[config.mk]
export PLATFORM = sky130hd
export DESIGN_NAME = serial_subtractor
export DESIGN_NICKNAME = d
export VERILOG_FILES = /design/src/rtl/serial_subtractor.sv
export SDC_FILE = /design/constraint.sdc
export NUM_CORES = 1
export LEC_CHECK = 0
export BUFFER_PORTS_ARGS = -buffer_cell sky130_fd_sc_hd__buf_4
export CELL_PAD_IN_SITES_DETAIL_PLACEMENT = 1
export CELL_PAD_IN_SITES_GLOBAL_PLACEMENT = 2
export CORE_MARGIN = 5
export CORE_UTILIZATION = 24
export CTS_CLUSTER_DIAMETER = 60
export DETAILED_ROUTE_END_ITERATION = 8
export PLACE_DENSITY_LB_ADDON = 0.3
export SLEW_MARGIN = 20
export SYNTH_ARGS = -nofsm -noshare
export SYNTH_HDL_FRONTEND = slang
export SYNTH_SLANG_ARGS = --single-unit
export TNS_END_PERCENT = 10
[constraint.sdc]
create_clock -name Clk -period 1.9 [get_ports Clk]
set_input_delay 0.095 -clock Clk [delete_from_list [all_inputs] [get_ports Clk]]
set_output_delay 0.095 -clock Clk [all_outputs]
set_load 0.01 [all_outputs]
[src/rtl/serial_subtractor.sv]
// Bit-serial subtractor: Diff = A - B, one bit per enabled cycle, LSB first.
// Optional macro SUB_SIGNED_OVF_EN adds a registered two's-complement Overflow output.
module serial_subtractor #(
    parameter int WIDTH = 4
) (
    input  logic             Clk,
    input  logic             Rst_n,
    input  logic             En,
    input  logic             Start,
    input  logic [WIDTH-1:0] A,
    input  logic [WIDTH-1:0] B,
    output logic             Busy,
    output logic             Done,
    output logic [WIDTH-1:0] Diff,
    output logic             Borrow
`ifdef SUB_SIGNED_OVF_EN
    ,
    output logic             Overflow
`endif
);

    typedef enum logic {IDLE, RUN} state_t;

    localparam int            CW   = (WIDTH > 1) ? $clog2(WIDTH) : 1;
    localparam logic [CW-1:0] LAST = CW'(WIDTH - 1);

    state_t           state, state_n;
    logic [WIDTH-1:0] sa, sb, sr;
    logic [WIDTH-1:0] sa_n, sb_n, sr_n, diff_n;
    logic [CW-1:0]    cnt, cnt_n;
    logic             br, br_n, borrow_n, done_n;
    logic             d, br_out;
    logic [WIDTH-1:0] sr_shift;

`ifdef SUB_SIGNED_OVF_EN
    logic a_msb, b_msb, a_msb_n, b_msb_n, ovf_n;
`endif

    // One full-subtractor slice on the current LSBs.
    assign d        = sa[0] ^ sb[0] ^ br;
    assign br_out   = (~sa[0] & sb[0]) | (~(sa[0] ^ sb[0]) & br);
    assign sr_shift = {d, sr[WIDTH-1:1]};
    assign Busy     = (state == RUN);

    // NOTE: every next-state signal gets its hold value first, so no path leaves one unassigned and no latch is inferred.
    always_comb begin
        state_n  = state;
        sa_n     = sa;
        sb_n     = sb;
        sr_n     = sr;
        br_n     = br;
        cnt_n    = cnt;
        diff_n   = Diff;
        borrow_n = Borrow;
        done_n   = Done;
`ifdef SUB_SIGNED_OVF_EN
        a_msb_n  = a_msb;
        b_msb_n  = b_msb;
        ovf_n    = Overflow;
`endif
        if (En) begin
            done_n = 1'b0;
            unique case (state)
                IDLE: begin
                    if (Start) begin
                        sa_n    = A;
                        sb_n    = B;
                        br_n    = 1'b0;
                        cnt_n   = '0;
                        state_n = RUN;
`ifdef SUB_SIGNED_OVF_EN
                        a_msb_n = A[WIDTH-1];
                        b_msb_n = B[WIDTH-1];
`endif
                    end
                end
                RUN: begin
                    sa_n  = {1'b0, sa[WIDTH-1:1]};
                    sb_n  = {1'b0, sb[WIDTH-1:1]};
                    sr_n  = sr_shift;
                    br_n  = br_out;
                    cnt_n = cnt + 1'b1;
                    if (cnt == LAST) begin
                        diff_n   = sr_shift;
                        borrow_n = br_out;
                        done_n   = 1'b1;
                        cnt_n    = '0;
                        state_n  = IDLE;
`ifdef SUB_SIGNED_OVF_EN
                        ovf_n    = (a_msb != b_msb) && (sr_shift[WIDTH-1] != a_msb);
`endif
                    end
                end
                default: state_n = IDLE;
            endcase
        end
    end

    // NOTE: state uses non-blocking assignments so every flop samples pre-edge values.
    always_ff @(posedge Clk or negedge Rst_n) begin
        if (!Rst_n) begin
            state    <= IDLE;
            sa       <= '0;
            sb       <= '0;
            sr       <= '0;
            br       <= 1'b0;
            cnt      <= '0;
            Diff     <= '0;
            Borrow   <= 1'b0;
            Done     <= 1'b0;
`ifdef SUB_SIGNED_OVF_EN
            a_msb    <= 1'b0;
            b_msb    <= 1'b0;
            Overflow <= 1'b0;
`endif
        end else begin
            state    <= state_n;
            sa       <= sa_n;
            sb       <= sb_n;
            sr       <= sr_n;
            br       <= br_n;
            cnt      <= cnt_n;
            Diff     <= diff_n;
            Borrow   <= borrow_n;
            Done     <= done_n;
`ifdef SUB_SIGNED_OVF_EN
            a_msb    <= a_msb_n;
            b_msb    <= b_msb_n;
            Overflow <= ovf_n;
`endif
        end
    end

endmodule
==> flow_metrics.env <==
export IMPL_cts_setup_buffers=0
export IMPL_ir_drop_uv=443
export IMPL_worst_path_buf_inv=0
export IMPL_drive_gt1_share_pct=31.6
export IMPL_fp_row_count=22
export IMPL_timing_critical_path_slowest_stage_cell="dfrtp_1"
export IMPL_place_congestion=0.686
export IMPL_cp_data_arrival_time_ns=1.59
export IMPL_fp_dieH_um=71.7
export IMPL_route_vias_total=685
export IMPL_cts_reportedPaths_clkPinSlew_ns=0.08
export IMPL_cts_inserted_buffers=3
export IMPL_clk_path_buf_depth=2
export IMPL_global_route_wire_length_before_repair_mm=3.53
export IMPL_post_cts_resize_count=0
export IMPL_yosysUniqueCellTypes=21
export IMPL_synth_top_cell_by_area="dfrtp_1"
export IMPL_setup_repair_after_global_routing_missed_its_margin="false"
export IMPL_placeable_core_region_sq_mm=0.00366
export IMPL_maxCapViolations=0
export IMPL_worstMarginPinSlew_ns=0.440
export IMPL_critical_path_s_top_delay_family="flip-flops"
export IMPL_synth_top_area_share_pct=57.5
export IMPL_die_area_sq_mm=0.00514
export IMPL_hold_viol_final=0
export IMPL_timing_critical_path_required_ns=2.05
export IMPL_skew_ns=0.00142
export IMPL_mappedNetlistArea_sq_um=913
export IMPL_number_of_antenna_violations_at_the_first_check_in_global_routing=0
export IMPL_timing_max_transition_violations_final=0
export IMPL_insertion_delay_ns=0.26
export IMPL_critical_path_max_fanout=11
export IMPL_worstPathCellList="nand2_1 -> mux2_4"
export IMPL_drt_total_wl_mm=2.13
export IMPL_status="completed"
export IMPL_area_growth_pct=24.4
export IMPL_detail_route_vias_per_cell=4.69
export IMPL_setup_crit_start_kind="flop"
export IMPL_drc=0
export IMPL_syn_mean_instance_area_sq_um=11.6
export IMPL_antenna_violating_nets_post_route=0
export IMPL_post_route_period_util_pct=75.4
export IMPL_numClockSinks=21
export IMPL_achievable_frequency_mhz=698
export IMPL_port_buffer_count=18
export IMPL_synth_nets=93
export IMPL_ys_ff_latch=21
export IMPL_place_detailed_hpwl_mm=1.48
export IMPL_postSynthCellCount=79
export IMPL_die_x_um=71.7
export IMPL_finalSetupTns_ns=0
export IMPL_period_minus_slack_ns=1.43
export IMPL_clockRootBuffer="clkbuf_8"
export IMPL_critical_path_endpoint_type="flop"
export IMPL_yosys_warnings=0
export IMPL_power_density_mw_per_mm2=1480
export IMPL_worstSetupPathType="reg2reg"
export IMPL_slew_headroom_pct=70.6
export IMPL_design_final_nets=113
export IMPL_first_iter_violations=19
export IMPL_grt_overflow=0
export IMPL_h_tree_depth=1
export IMPL_number_of_iterations_in_the_first_detailed_routing_pass=2
export IMPL_synth_top_cells_by_area="dfrtp_1, o22ai_1, mux2_2, o21ai_0, a21oi_1"
export IMPL_fin_ws_ns=0.468
export IMPL_synth_seq_area_share_pct=57.5
export IMPL_setup_viol=0
export IMPL_first_global_vias=755
export IMPL_gr_usage_all_layers_pct=8.90
export IMPL_pin_count=19
export IMPL_leakage_uw=0.000513
export IMPL_postCtsHoldBufs=1
export IMPL_routedWlPerCell_um=14.6
export IMPL_dpl_worst_slack_ns=0.481
export IMPL_insertedDiodeCount=0
export IMPL_grt_start_max_net_pins=22
export IMPL_cts_tree="built"
export IMPL_worstHoldPathType="in2reg"
export IMPL_initial_core_util_pct=24.9
export IMPL_critical_path_max_stage_delay_ns=0.56
## cells in the mapped netlist, drive strengths merged
cell	number
dfrtp	21
o22ai	10
o21ai	9
mux2	7
a21oi	6
inv	5
nand2	5
buf	4
nand3	3
nor2	2
a21boi	1
a32o	1
fa	1
ha	1
nor3	1
nor4b	1
or2	1
## placed cells by master (no fill, tap or decap)
cell type | synthesis | final
dfrtp_1 | 21 | 21
mux2_4 | 2 | 2
nand3_1 | 2 | 2
buf_4 | 1 | 18
a21boi_0 | 1 | 1
a32o_1 | 1 | 1
nor2_1 | 2 | 2
o22ai_1 | 10 | 10
or2_2 | 1 | 1
mux2_2 | 5 | 5
fa_1 | 1 | 1
nor4b_1 | 1 | 1
nand3_2 | 1 | 1
clkbuf_8 | 0 | 3
nor3_1 | 1 | 1
inv_1 | 5 | 5
dlygate4sd3_1 | 0 | 1
clkinv_2 | 0 | 1
nand2_1 | 5 | 5
ha_1 | 1 | 1
o21ai_0 | 9 | 9
a21oi_1 | 6 | 6
## layout make-up
type / instances / area [sq um]
clock buffer: 3 / 41.3
clock inverter: 1 / 5.00
fill: 421 / 2520
inverter: 5 / 18.8
multi-input combinational: 49 / 340
sequential: 21 / 526
tap: 48 / 60.1
timing repair buffer: 19 / 145
## worst paths after layout
path                                 to  depth (start not counted)  slack, ns    from
min in group asynchronous       Diff[0]                          2       0.25   Rst_n
worst max register to register    sr[1]                          2       0.47    Busy
worst max-delay path              sr[1]                          2       0.47    Busy
worst min register to register   cnt[1]                          1       0.50  cnt[1]
worst min-delay path              sb[3]                          3       0.11    B[3]
max in group asynchronous         sb[0]                          2       1.43   Rst_n
## power breakdown
group          total (uW)  switching, uW  internal (uW)
clock                 299            152            146
sequential            802            155            646
combinational         586            264            322
## cell families after synthesis
family / share of synthesized area (%)
compound gates: 17.0
fa+ha+maj: 3.56
buf+inv: 5.21
flops: 57.5
mux: 9.45
simple gates: 7.26
## metrics by stage
stage          power, uW  utilization, %  hold WS (ns)  cell area (sq um)  std cells
3_5_place_dp        1420            29.5       0.00179               1080        141
4_1_cts             1720            31.0         0.107               1140        146
2_1_floorplan       1180               -        -0.201                913         79
6_report            1690            31.0         0.106               1140        146
5_1_grt             1830            31.0         0.128               1140        146
3_3_place_gp        1390            29.5      -0.00220               1080        141
## metal layers
| metal | routed length, um | track usage [%] | vias to the layer above |
|---|---|---|---|
| li1 | - | - | 324 |
| met1 | 917 | 10.3 | 339 |
| met2 | 1040 | 14.8 | 18 |
| met3 | 145 | 3.65 | 4 |
| met4 | 29 | 3.13 | 0 |
| met5 | 0 | 0 | - |
## sequential cells by signal (all words and copies together) (netlist names)
register and count:
Diff 4, sa 4, sb 4, sr 3, cnt 2, Borrow 1
Busy 1, Done 1, br 1
## worst reg2reg max path: stages (launching register included)
cell     delay [ns]
dfrtp_1        0.56
nand2_1        0.37
mux2_4         0.40
Power figures use the tool's default switching activity.
